$ cat config.mk
export PLATFORM = sky130hd
export DESIGN_NAME = p4_egress_demux
export DESIGN_NICKNAME = d
export VERILOG_FILES = /design/src/rtl/p4_egress_demux.sv
export SDC_FILE = /design/constraint.sdc
export NUM_CORES = 1
export LEC_CHECK = 0
export BUFFER_PORTS_ARGS = -buffer_cell sky130_fd_sc_hd__buf_2
export CORE_AREA = 2 2 688 690
export CTS_BUF_LIST = sky130_fd_sc_hd__clkbuf_16
export DETAILED_ROUTE_END_ITERATION = 8
export DIE_AREA = 0 0 690 692
export REMOVE_ABC_BUFFERS = 1
export SYNTH_ARGS = -nofsm -noshare
export SYNTH_HDL_FRONTEND = slang
export SYNTH_SLANG_ARGS = --single-unit
$ cat constraint.sdc
create_clock -name s_axis_aclk -period 5.9 [get_ports s_axis_aclk]
set_input_delay 1.475 -clock s_axis_aclk [delete_from_list [all_inputs] [get_ports s_axis_aclk]]
set_output_delay 1.475 -clock s_axis_aclk [all_outputs]
set_load 0.01 [all_outputs]
$ cat src/rtl/p4_egress_demux.sv
// Egress demultiplexer for the vitis_net_p4 output stream: steers each packet to the
// egress port named by its metadata word, dropping and counting packets with invalid ports.
module p4_egress_demux #(
   parameter int unsigned TDATA_NUM_BYTES      = 64,
   parameter int unsigned USER_META_DATA_WIDTH = 9,
   parameter int unsigned NUM_PORTS            = 2,
   parameter int unsigned META_FIFO_DEPTH      = 4
) (
   input  logic                                   s_axis_aclk,
   input  logic                                   s_axis_aresetn,
   input  logic [USER_META_DATA_WIDTH-1:0]        user_metadata_in,
   input  logic                                   user_metadata_in_valid,
   input  logic [TDATA_NUM_BYTES*8-1:0]           s_axis_tdata,
   input  logic [TDATA_NUM_BYTES-1:0]             s_axis_tkeep,
   input  logic                                   s_axis_tvalid,
   input  logic                                   s_axis_tlast,
   output logic                                   s_axis_tready,
   output logic [NUM_PORTS*TDATA_NUM_BYTES*8-1:0] m_axis_tdata,
   output logic [NUM_PORTS*TDATA_NUM_BYTES-1:0]   m_axis_tkeep,
   output logic [NUM_PORTS-1:0]                   m_axis_tvalid,
   output logic [NUM_PORTS-1:0]                   m_axis_tlast,
   input  logic [NUM_PORTS-1:0]                   m_axis_tready,
   output logic [31:0]                            drop_count,
   output logic                                   meta_overflow
);

   localparam int unsigned DW = TDATA_NUM_BYTES * 8;
   localparam int unsigned KW = TDATA_NUM_BYTES;
   localparam int unsigned MW = USER_META_DATA_WIDTH;
   localparam int unsigned AW = (META_FIFO_DEPTH > 1) ? $clog2(META_FIFO_DEPTH) : 1;
   localparam int unsigned CW = AW + 1;
   localparam logic [CW-1:0] FIFO_FULL = CW'(META_FIFO_DEPTH);

   typedef enum logic [1:0] {
      S_IDLE = 2'd0,
      S_FWD  = 2'd1,
      S_DROP = 2'd2
   } state_e;

   state_e          state_q, state_d;
   logic [MW-1:0]   sel_q, sel_d;
   logic [MW-1:0]   mem_q [META_FIFO_DEPTH];
   logic [MW-1:0]   mem_d [META_FIFO_DEPTH];
   logic [AW-1:0]   wr_ptr_q, wr_ptr_d;
   logic [AW-1:0]   rd_ptr_q, rd_ptr_d;
   logic [CW-1:0]   count_q, count_d;
   logic [31:0]     drop_count_q, drop_count_d;
   logic            overflow_q, overflow_d;

   logic            fifo_empty;
   logic            fifo_full;
   logic            pop;
   logic            write_en;
   logic            accept_last;
   logic [MW-1:0]   head;

   assign fifo_empty  = (count_q == '0);
   assign fifo_full   = (count_q == FIFO_FULL);
   assign head        = mem_q[rd_ptr_q];
   assign accept_last = s_axis_tvalid & s_axis_tready & s_axis_tlast;

   // Payload is broadcast to every port; only the valids are steered.
   for (genvar g = 0; g < NUM_PORTS; g++) begin : g_bcast
      assign m_axis_tdata[g*DW +: DW] = s_axis_tdata;
      assign m_axis_tkeep[g*KW +: KW] = s_axis_tkeep;
      assign m_axis_tlast[g]          = s_axis_tlast;
   end

   // Routing FSM: next state, selection latch, drop counter and stream handshakes.
   always_comb begin
      state_d       = state_q;
      sel_d         = sel_q;
      drop_count_d  = drop_count_q;
      pop           = 1'b0;
      s_axis_tready = 1'b0;
      m_axis_tvalid = '0;
      case (state_q)
         S_IDLE: begin
            if (!fifo_empty) begin
               pop     = 1'b1;
               sel_d   = head;
               state_d = (32'(head) < NUM_PORTS) ? S_FWD : S_DROP;
            end
         end
         S_FWD: begin
            for (int unsigned i = 0; i < NUM_PORTS; i++) begin
               if (32'(sel_q) == i) begin
                  s_axis_tready    = m_axis_tready[i];
                  m_axis_tvalid[i] = s_axis_tvalid;
               end
            end
            if (accept_last) begin
               state_d = S_IDLE;
            end
         end
         S_DROP: begin
            s_axis_tready = 1'b1;
            if (accept_last) begin
               state_d = S_IDLE;
               if (drop_count_q != '1) begin
                  drop_count_d = drop_count_q + 32'd1;
               end
            end
         end
         default: state_d = S_IDLE;
      endcase
   end

   // Metadata FIFO: a push while full succeeds only if the same cycle pops.
   always_comb begin
      mem_d      = mem_q;
      wr_ptr_d   = wr_ptr_q;
      rd_ptr_d   = rd_ptr_q;
      write_en   = user_metadata_in_valid & (~fifo_full | pop);
      overflow_d = overflow_q | (user_metadata_in_valid & fifo_full & ~pop);
      if (write_en) begin
         mem_d[wr_ptr_q] = user_metadata_in;
         wr_ptr_d        = wr_ptr_q + AW'(1);
      end
      if (pop) begin
         rd_ptr_d = rd_ptr_q + AW'(1);
      end
      count_d = count_q + CW'(write_en) - CW'(pop);
   end

   always_ff @(posedge s_axis_aclk) begin
      if (!s_axis_aresetn) begin
         state_q      <= S_IDLE;
         sel_q        <= '0;
         wr_ptr_q     <= '0;
         rd_ptr_q     <= '0;
         count_q      <= '0;
         drop_count_q <= '0;
         overflow_q   <= 1'b0;
      end else begin
         state_q      <= state_d;
         sel_q        <= sel_d;
         wr_ptr_q     <= wr_ptr_d;
         rd_ptr_q     <= rd_ptr_d;
         count_q      <= count_d;
         drop_count_q <= drop_count_d;
         overflow_q   <= overflow_d;
      end
   end

   // Storage needs no reset; occupancy is tracked by the pointers and count.
   always_ff @(posedge s_axis_aclk) begin
      mem_q <= mem_d;
   end

   assign drop_count    = drop_count_q;
   assign meta_overflow = overflow_q;

endmodule
# Yosys cells after proc, flatten, opt, wreduce, memory -nomap -nowiden
# Cells that the tools add are included.
# op_classes
n_bitwise	12
mux	18
reduce_logical	8
eq_ne	7
order_cmp	4
n_addsub	5
# ops
cell	n
bitwise mux 36 bit	1
adder 32 x 1 -> 32 bit (second input constant)	1
inequality test 32 bit (second input constant)	1
two-way mux 9 bit	3
binary-select mux 9 bit (select 2 bit)	1
demux 9 bit (select 2 bit)	1
equality test 9 x 1 -> 1 bit (second input constant)	1
logical NOT 9 bit	1
< comparator 9 x 2 -> 1 bit (second input constant)	1
two-way mux 2 bit	4
>= comparator 3 bit (second input constant)	2
two-way mux 1 bit	6
inverter 2 -> 3 bit	2
AND 1 bit	5
adder 2 x 1 -> 2 bit (second input constant)	2
case mux 2 bit (2 select lines)	1
AND reduction 2 bit	2
adder 3 x 1 -> 3 bit	1
equality test 3 bit (second input constant)	1
logical NOT 3 bit	1
< comparator 3 x 1 -> 1 bit (second input constant)	1
inverter 1 bit	3
AND reduction 3 bit	1
subtractor 3 x 1 -> 3 bit	1
other kinds (9)	10
# word_totals
in_bits	592
out_inout_bits	1190
word_cells	65
register_bits	87

# Longest topological paths before layout
# Gate-level depths: netlist of run 1.
# logic_depth
depth_word	8
ltp_mapped	13

# Worst setup path after synthesis of run 1
# No wires, ideal clock.
# synth_timing
path_type	in2out
start	in m_axis_tready[1]
end	out s_axis_tready
t_required_ns	4.425
arrival_time_ns	2.040
slack_ns	2.385
path_stages	3
path_cell_list	mux2_2 a41oi_1 nor2b_1
# synth_via
elab_chain_cells	2
# synth_lines
item	line_no	text
start: declaration	22	input logic [NUM_PORTS-1:0] m_axis_tready,
two-way mux 1 bit	87	if (32'(sel_q) == i) begin
case mux 1 bit (2 select lines)	77	case (state_q)
end: declaration	17	output logic s_axis_tready,
# No other way between the ends.

# Worst setup path after layout of run 1
# Same ends and word-level chain as after synthesis.

==> results of run 1 <==
-- final timing paths --
path,start,end,slack (ps),cells after the start
setup reg to reg,state_q[0],count_q[2],3070,11
setup / recovery,m_axis_tready[1],s_axis_tready,2150,5
hold / removal,sel_q[6],sel_q[6],460,2
hold reg to reg,sel_q[6],sel_q[6],460,2
-- synthesized netlist by cell type, types with 4 or more instances --
| library cell | instances | area [sq um] |
|---|---|---|
| dfxtp_1 | 51 | 1021 |
| o311ai_0 | 4 | 35.03 |
| and2_1 | 6 | 37.54 |
| inv_1 | 19 | 71.32 |
| o21ai_0 | 11 | 55.05 |
| nand2b_1 | 8 | 50.05 |
| nor2b_1 | 4 | 25.02 |
| or4_1 | 11 | 82.58 |
| nand4_1 | 8 | 50.05 |
| or3_1 | 10 | 62.56 |
| ha_1 | 10 | 125.1 |
| nor2_1 | 12 | 45.04 |
| nand2_1 | 38 | 142.6 |
| nor3_1 | 4 | 20.02 |
| o31ai_1 | 13 | 97.59 |
| mux4_2 | 9 | 202.7 |
| buf_4 | 1155 | 8671 |
| a21oi_1 | 30 | 150.1 |
| o41ai_1 | 4 | 35.03 |
| nor4_1 | 5 | 31.28 |
| edfxtp_1 | 36 | 1081 |
| xnor2_1 | 5 | 43.79 |
| nand3_1 | 11 | 55.05 |
| o211ai_1 | 4 | 30.03 |
| clkbuf_1 | 9 | 33.78 |
-- tightest hold or removal path, stage by stage, from the launching register on --
cell	delay [ps]
dfxtp_1	320
nand2_1	50
a21oi_1	50
-- flip-flops by register name (all words and copies together), names as in the netlist --
register and cells:
mem_q 36, drop_count 32, meta_overflow 1, sel_q 9, rd_ptr_q 2, state_q 2, count_q 3, wr_ptr_q 2
-- layer usage --
| metal | global-route usage [%] | vias up | part of all wire, % |
|---|---|---|---|
| li1 | - | 1444 | - |
| met1 | 8.544 | 3374 | 12 |
| met4 | 16.61 | 62 | 7.9 |
| met3 | 35.72 | 364 | 28 |
| met2 | 48.34 | 3921 | 51 |
| met5 | 15.69 | - | 1.6 |
-- area by class of cell --
class                      count  area [sq um]
timing repair buffer          58         302.8
antenna                       10         25.02
inverter                      19         71.32
multi-input combinational    231          1625
clock inverter                 7         103.9
tap                         6223          7786
fill                       56156        457600
clock buffer                   9         225.2
sequential                    87          2102
-- power by group through the flow --
stage                     combinational (mW)  clock (mW)  sequential (mW)
after global routing                   0.347       0.839            0.763
final                                  0.300       0.771            0.750
after floorplan                        0.219           0            0.745
after global placement                 0.304           0            0.763
after detailed placement               0.306           0            0.765
after CTS                              0.306       0.815            0.752
-- cell families after synthesis --
group	count (synthesis)	share of synthesized area, %
buf+inv	1189	70.33
compound gates	72	3.671
flops	87	16.76
xor+xnor	6	0.4189
fa+ha+maj	11	1.157
mux	13	1.945
simple gates	129	5.716
==> results by group, run 1 <==
Run status
  – Status: finished, final reports clean

Detailed routing
  – Vias post-DR: about 9200
  – Number of iterations in the first detailed-routing pass: 5
  – Remaining DRCs: 0
  – Antenna Violating Nets Remaining: 0
  – Total wire length: 657000 um
  – 1st-iter DRT viols: 1870
  – Vias per cell: 1.379
  – Routed WL per cell: slightly below 100 um

Setup path
  – Most frequent CP cell: buf_2
  – Worst Setup End Kind: output port
  – Delay-heaviest family, CP: multiplexers
  – CP peak stage delay: around 260 ps
  – Crit path max fanout: 2
  – Setup CP Type: in -> out
  – Slowest CP cell: mux2_2
  – Kind of start point of the critical path: input port
  – CP arrival: 2270 ps
  – Buf+Inv Stages, Crit Path: 2
  – Critical Path RT: around 4400 ps
  – Crit-path cells: buf_2 -> mux2_2 -> a41oi_1 -> nor2b_1 -> buf_2

Clocking
  – Sink Count: 87
  – CTS root buf: clkbuf_16
  – Clock tree buffer depth: 2
  – Resized cells post-CTS: 0
  – Cts hold-fix bufs: 0
  – Num CTS Buffers: 9
  – Worst-path clk slew: 80 ps
  – CTS tree: built
  – Post-CTS Setup Repair Bufs: 0
  – Clock latency on the worst-skew pair: 430 ps
  – Htree depth: 3

STA
  – RSZ-0062 raised after global routing: false
  – Fmax: 266.7 MHz
  – Fin. max-slew vios: 0
  – Max_slew headroom: between 40% and 50%
  – Worst slew pin tran: 862.7 ps
  – Post-route worst setup slack: 2150 ps
  – Clock skew: between 40 and 50 ps
  – Hold Vio Cnt, Final: 0
  – Setup Total Neg Slack: 0 ps
  – Final Cycle Share: 63.56%
  – Fin crit period: about 3700 ps
  – WHS: 462.1 ps
  – Endpoints failing setup: 0

Pwr
  – Switch share: between 30% and 40%
  – Pwr Density: 148.8 nW/um^2
  – Pint: ~1.2 mW
  – NetSw: 0.6177 mW
  – Sequential group share of total power: 41.2%
  – Peak VDD IR: around 140 uV
  – Total power: 1.821 mW
  – Clk network pwr share: 42.4%
  – P_leak: 1.673 nW
  – Combinational Power Share: 16.5%

Yosys
  – Sequential share of the synthesized area: 16.76%
  – Synthesized instance count: 1507
  – Leading register cell type out of synthesis: dfxtp_1
  – Synth async-reset ratio: 0%
  – Post-synthesis cell area: approximately 13000 sq um
  – Syn_area_per_cell: 8.323 sq um
  – Unique cell type count in the Yosys netlist: 45
  – Post-synth EDFFs: 36
  – Yosys warnings: 0
  – Synth Register Bits: 87

Floorplanning
  – I/O pin count: about 1800
  – Row cnt: 252
  – Die Height: 692 um
  – Die Footprint: 477500 sq um
  – Die Width: 690 um
  – Initial Utilization: 2.670%
  – Core ar.: 469800 sq um

Finish
  – Final instance area: about 12000 sq um
  – Final net count: between 1000 and 1500
  – Finished Core Util: 2.606%
  – Layout area overhead: -2.404%
  – Commonest non-fill, non-tap cell in the layout: buf_2
  – Most frequent cells in the layout: 53 x buf_2, 51 x dfxtp_1, 38 x nand2_1, 36 x edfxtp_1, 30 x a21oi_1
  – Layout Cells excl Fill: 6644
  – Share of cells above drive strength 1: between 20% and 30%

Global route
  – First-pass GRT wire length: 675400 um
  – Gr usage total: 26.65%
  – Total congestion overflow: 0
  – Largest net degree at the start of global routing: 41
  – Vias in the first global route: 5704
  – Antenna violations before repair: 3

Place
  – RePlAce Congestion: 0.8318
  – Port Buffers: 53
  – DP HPWL: 632400 um
  – Dpl ws: roughly 2200 ps
  – Placed cell area: about 12000 sq um
  – Number of placed cells counting well taps: about 6600

Flow run
  – Max-Cap Viols: 0

Min path
  – Hold/Removal Path Class: reg -> reg
(Power assumes the default switching activity.)
==> run 2, diff against run 1 <==
CORE_AREA = 2 2 694 696   (was 2 2 688 690)
DIE_AREA = 0 0 696 698   (was 0 0 690 692)
clock period = 3.3 ns   (was 5.9 ns; I/O delays follow)
==> run 2 against run 1 <==
Against the previous run:
- largest cell class unchanged
- routed wire length rose by 0.58%
- non-clock buffer count rose by 4
- clock skew fell by 23 ps
- critical endpoint is now count_q[2]
- critical path type is now reg -> reg
- global-route usage fell by 0.34 points
- critical path depth rose by 7
- register-to-register slack got worse by 2400 ps
- via count fell by 0.39%
- clock power rose by 37%
==> results by group, run 2 (synthesis gave the netlist of run 1 again) <==
Finish
  – Final net count: 1013
  – Commonest non-fill, non-tap cell in the layout: buf_2
  – Max reg flops: 36
  – Reg with most FFs: mem_q
  – Share of cells above drive strength 1: between 20% and 30%
  – Layout area overhead: -0.7580%
  – Final instance area: ~12000 sq um
  – Most frequent cells in the layout: 53 x buf_2, 51 x dfxtp_1, 38 x nand2_1, 36 x edfxtp_1, 30 x a21oi_1
  – Layout Cells excl Fill: 6818
  – Filler cells: approximately 57000

Floorplanning
  – Row cnt: approximately 250
  – I/O pin count: 1782
  – Die Footprint: 485800 sq um
  – Die Height: ~700 um
  – Initial Utilization: 2.626%
  – Core ar.: 477700 sq um
  – Die Width: 696 um

Detailed routing
  – Vias per cell: 1.339
  – Total wire length: 660800 um
  – Vias post-DR: 9129
  – Number of iterations in the first detailed-routing pass: 6
  – 1st-iter DRT viols: 1694
  – Remaining DRCs: 0
  – Antenna Violating Nets Remaining: 0
  – Routed WL per cell: 96.92 um

Clocking
  – Clock latency on the worst-skew pair: between 300 and 400 ps
  – Num CTS Buffers: 9
  – CTS root buf: clkbuf_16
  – Worst-path clk slew: 80 ps
  – Post-CTS Setup Repair Bufs: 0
  – CTS tree: built
  – Htree depth: 3
  – Cts hold-fix bufs: 0
  – Sink Count: 87
  – Resized cells post-CTS: 0
  – Clock tree buffer depth: 2

STA
  – Worst slew pin tran: 717.8 ps
  – Endpoints failing setup: 0
  – RSZ-0062 raised after global routing: false
  – Max_slew headroom: approximately 52%
  – Clock skew: roughly 25 ps
  – Final Cycle Share: 79.43%
  – Fin crit period: 2621 ps
  – Fin. max-slew vios: 0
  – Hold Vio Cnt, Final: 0
  – Setup Total Neg Slack: 0 ps
  – Fmax: 381.5 MHz

Setup path
  – Worst Setup End Kind: flop
  – Setup CP Type: reg -> reg
  – Crit-path cells: inv_1 -> ha_1 -> nor4b_1 -> nor2b_1 -> inv_1 -> ha_1 -> inv_1 -> ha_1 -> fa_1 -> xnor2_1 -> xnor2_1 -> nor2_1
  – Buf+Inv Stages, Crit Path: 3
  – Kind of start point of the critical path: flop
  – CP peak stage delay: 460 ps
  – Delay-heaviest family, CP: adder cells
  – CP arrival: 2860 ps
  – R2r worst-path depth: 12
  – Critical Path RT: 3530 ps
  – Worst r2r src: state_q[0]
  – R2R Path End: count_q[2]
  – Crit path max fanout: 3
  – Slowest CP cell: nor4b_1
  – Worst R2R Setup Slack: 680 ps

Min path
  – HP Start: sel_q[6]
  – WHS Endpoint: sel_q[6]
  – Hold path cells: 2
  – Hold/Removal Path Class: reg -> reg

Place
  – Number of placed cells counting well taps: 6799
  – Port Buffers: 53
  – Placed cell area: 12150 sq um
  – DP HPWL: between 600000 and 700000 um
  – RePlAce Congestion: around 0.80

Global route
  – Total congestion overflow: 0
  – Antenna violations before repair: 3
  – Gr usage total: 26.32%
  – First-pass GRT wire length: 676500 um
  – Largest net degree at the start of global routing: 28
  – Vias in the first global route: 5667

Pwr
  – Pwr Density: 237.3 nW/um^2
  – P_leak: 1.673 nW
  – Peak VDD IR: 298.5 uV
  – Total power: just under 3 mW

Flow run
  – Max-Cap Viols: 0

Run status
  – Status: finished, final reports clean
==> run 2: routing by layer <==
layer,part of all wire (%),routed length [um],vias up,track usage (%)
met5,1.5,9766,-,15.77
met2,51,337400,3866,47.73
met1,12,80930,3371,8.884
li1,-,-,1446,-
met3,27,180500,380,34.13
met4,7.9,52210,66,16.60
==> run 2: how the worst max path moves through the flow <==
stage / from / endpoint / slack, ps / cells after the start
3_3_place_gp: user_metadata_in_valid / count_q[2] / 580 / 10
6_report: state_q[0] / count_q[2] / 680 / 12
3_5_place_dp: s_axis_tlast / drop_count[25] / 600 / 8
2_1_floorplan: user_metadata_in_valid / count_q[2] / 750 / 9
4_1_cts: drop_count[15] / drop_count[29] / 660 / 6
5_1_grt: drop_count[15] / drop_count[29] / 490 / 6
==> run 2: per-stage QoR <==
step           setup WS [ps]  hold WS, ps  utilization [%]
3_3_place_gp           583.2        445.8            2.544
6_report               678.9        457.2            2.606
4_1_cts                664.0        456.3            2.605
2_1_floorplan          753.6        436.0                -
3_5_place_dp           604.7        446.1            2.544
5_1_grt                491.0        483.1            2.605
==> run 2: power by group <==
part | internal (mW) | total (mW) | switching (mW)
Clock | 0.530 | 1.06 | 0.530
Sequential | 1.23 | 1.34 | 0.107
Combinational | 0.250 | 0.553 | 0.303
==> run 2: cell type report <==
cell class                 instances  area, sq um  share of cell area [%]
clock inverter                     7        65.06                  0.5227
tap                             6400         8008                   64.33
clock buffer                       9        225.2                   1.809
antenna                            3        7.507                 0.06031
multi-input combinational        231         1637                   13.15
timing repair buffer              62        332.8                   2.674
sequential                        87         2102                   16.89
inverter                          19        71.32                  0.5729
==> run 2: worst reg2reg max path: stages, from the launching register on <==
cell and delay, ps:
dfxtp_1 350, inv_1 80, ha_1 230, nor4b_1 460, nor2b_1 130, inv_1 80, ha_1 130, inv_1 50
ha_1 190, fa_1 390, xnor2_1 200, xnor2_1 150, nor2_1 50
==> run 3, diff against run 2 <==
clock period = 2.2 ns   (was 3.3 ns; I/O delays follow)
==> run 3 against run 2 <==
Against the previous run:
- the run now ends with negative setup slack left
- clock-buffer cell count stayed put
- global-route usage is 0.098 points higher
- power is 71% higher
- sequential share of layout area is 0.93 points lower
- non-clock buffer count is 62 higher
- cell area is 6.6% higher
- die area stayed put
- critical path type unchanged
- largest cell class unchanged
==> results by group, run 3 (synthesis gave the netlist of run 1 again) <==
Run status
  – Status: complete, but fails checks
  – Failing checks: negative setup slack

Setup path
  – R2r worst-path depth: 7
  – Critical Path RT: 2480 ps
  – CP arrival: 2640 ps
  – Worst Setup End Kind: flop
  – Crit path max fanout: 6
  – Kind of start point of the critical path: flop
  – Setup CP Type: reg -> reg

STA
  – Fmax: 423.8 MHz
  – Worst slew pin tran: 605.2 ps
  – RSZ-0062 raised after global routing: true
  – Endpoints failing setup: 30
  – Hold Vio Cnt, Final: 0
  – Fin. max-slew vios: 0
  – Clock skew: 40.78 ps
  – Fin crit period: 2360 ps
  – Post-route worst setup slack: -159.6 ps
  – Final Cycle Share: 107.3%
  – Max_slew headroom: 59.65%
  – WHS: about 370 ps
  – Setup Total Neg Slack: -2534 ps

Place
  – RePlAce Congestion: 0.8391
  – Port Buffers: 53
  – DP HPWL: between 600000 and 700000 um
  – Placed cell area: 12580 sq um

Floorplanning
  – I/O pin count: 1782
  – Die Height: 698 um
  – Row cnt: 254
  – Core ar.: 477700 sq um
  – Die Width: 696 um
  – Die Footprint: 485800 sq um
  – Initial Utilization: around 2.6%

Pwr
  – Total power: roughly 5.0 mW
  – Clk network pwr share: 38.6%
  – Pint: 3.306 mW
  – Switch share: 34.44%
  – NetSw: around 1.7 mW
  – Peak VDD IR: 378.5 uV
  – Combinational Power Share: 21.7%
  – Sequential group share of total power: 39.7%
  – Pwr Density: about 380 nW/um^2
  – P_leak: 2.092 nW

Finish
  – Max reg flops: 36
  – Reg with most FFs: mem_q
  – Final net count: 1075
  – Final instance area: 13260 sq um
  – Share of cells above drive strength 1: 40.25%
  – Most frequent cells in the layout: 53 x buf_2, 53 x buf_4, 41 x dfxtp_1, 38 x nand2_1, 36 x edfxtp_1
  – Layout area overhead: 5.746%

Detailed routing
  – Vias post-DR: 9524
  – Antenna Violating Nets Remaining: 0
  – Remaining DRCs: 0
  – Total wire length: 663900 um
  – Vias per cell: roughly 1.4
  – 1st-iter DRT viols: 1785
  – Routed WL per cell: slightly below 100 um
  – Number of iterations in the first detailed-routing pass: 5

Clocking
  – Htree depth: 3
  – Sink Count: 87
  – Num CTS Buffers: 9
  – Clock tree buffer depth: 2
  – Worst-path clk slew: 120 ps
  – Clock latency on the worst-skew pair: 420 ps
  – CTS root buf: clkbuf_16
  – CTS tree: built

Flow run
  – Max-Cap Viols: 0

Global route
  – Largest net degree at the start of global routing: 24
  – Total congestion overflow: 0
  – Met1 Use GR: a little under a tenth
  – Met2 usage in global routing: around 45%
  – First-pass GRT wire length: 679100 um
  – Vias in the first global route: 6154
  – Met3 global-route usage: roughly 34%
  – Antenna violations before repair: 7
  – Busiest metal layer after global routing: met2
  – Gr usage total: 26.41%

Min path
  – Hold/Removal Path Class: in -> reg
  – Hold path cells: 1
run 3: critical path: stages (launching register included):
cell and delay [ps]:
dfxtp_4 390, nand4_1 300, or4_4 720, o211ai_1 250, buf_6 200, clkbuf_16 190
or3_1 110, a21oi_1 50
run 3: final timing paths:
kind / endpoint / slack, ps / start
hold / removal: mem_q[11] / 370 / user_metadata_in[2]
hold reg to reg: meta_overflow / 470 / meta_overflow
setup reg to reg: drop_count[26] / -160 / drop_count[24]
setup / recovery: drop_count[26] / -160 / drop_count[24]
run 3: power by group through the flow:
stage	Clock [mW]	Sequential (mW)	Combinational (mW)
2_1_floorplan	0	2.00	0.586
3_3_place_gp	0	2.00	0.961
3_5_place_dp	0	2.00	0.960
4_1_cts	2.00	1.99	1.05
5_1_grt	2.07	2.02	1.22
6_report	1.95	2.00	1.09
run 3: what timing repair did:
action,4_1_cts,5_1_grt
cloned,0,2
buffers inserted,2,12
setup endpoints to repair,27,32
pin swaps,5,12
hold buffers,0,0
resized for setup,28,36
endpoints found under the hold margin,0,0
run 3: layer usage:
layer	wire (um)	vias to the layer above	share of wire (%)
met2	316600	3782	48
li1	-	1566	-
met3	180500	462	27
met4	73680	64	11
met1	82470	3650	12
met5	10750	-	1.6
run 3: final cells by class:
class / instances / area [sq um]
multi-input combinational: 231 / 1799
clock buffer: 9 / 225.2
clock inverter: 7 / 76.32
timing repair buffer: 124 / 962.2
fill: 56884 / 464400
antenna: 2 / 5.005
sequential: 87 / 2117
tap: 6400 / 8008
inverter: 19 / 71.32
run 3: metrics by stage:
stage | utilization, % | instances | setup slack (ps)
final | 2.777 | 6879 | -159.6
after floorplan | - | 337 | -205.9
after global placement | 2.634 | 6845 | -286.0
after global routing | 2.776 | 6877 | -149.7
after detailed placement | 2.634 | 6845 | -193.3
after CTS | 2.722 | 6863 | -55.06
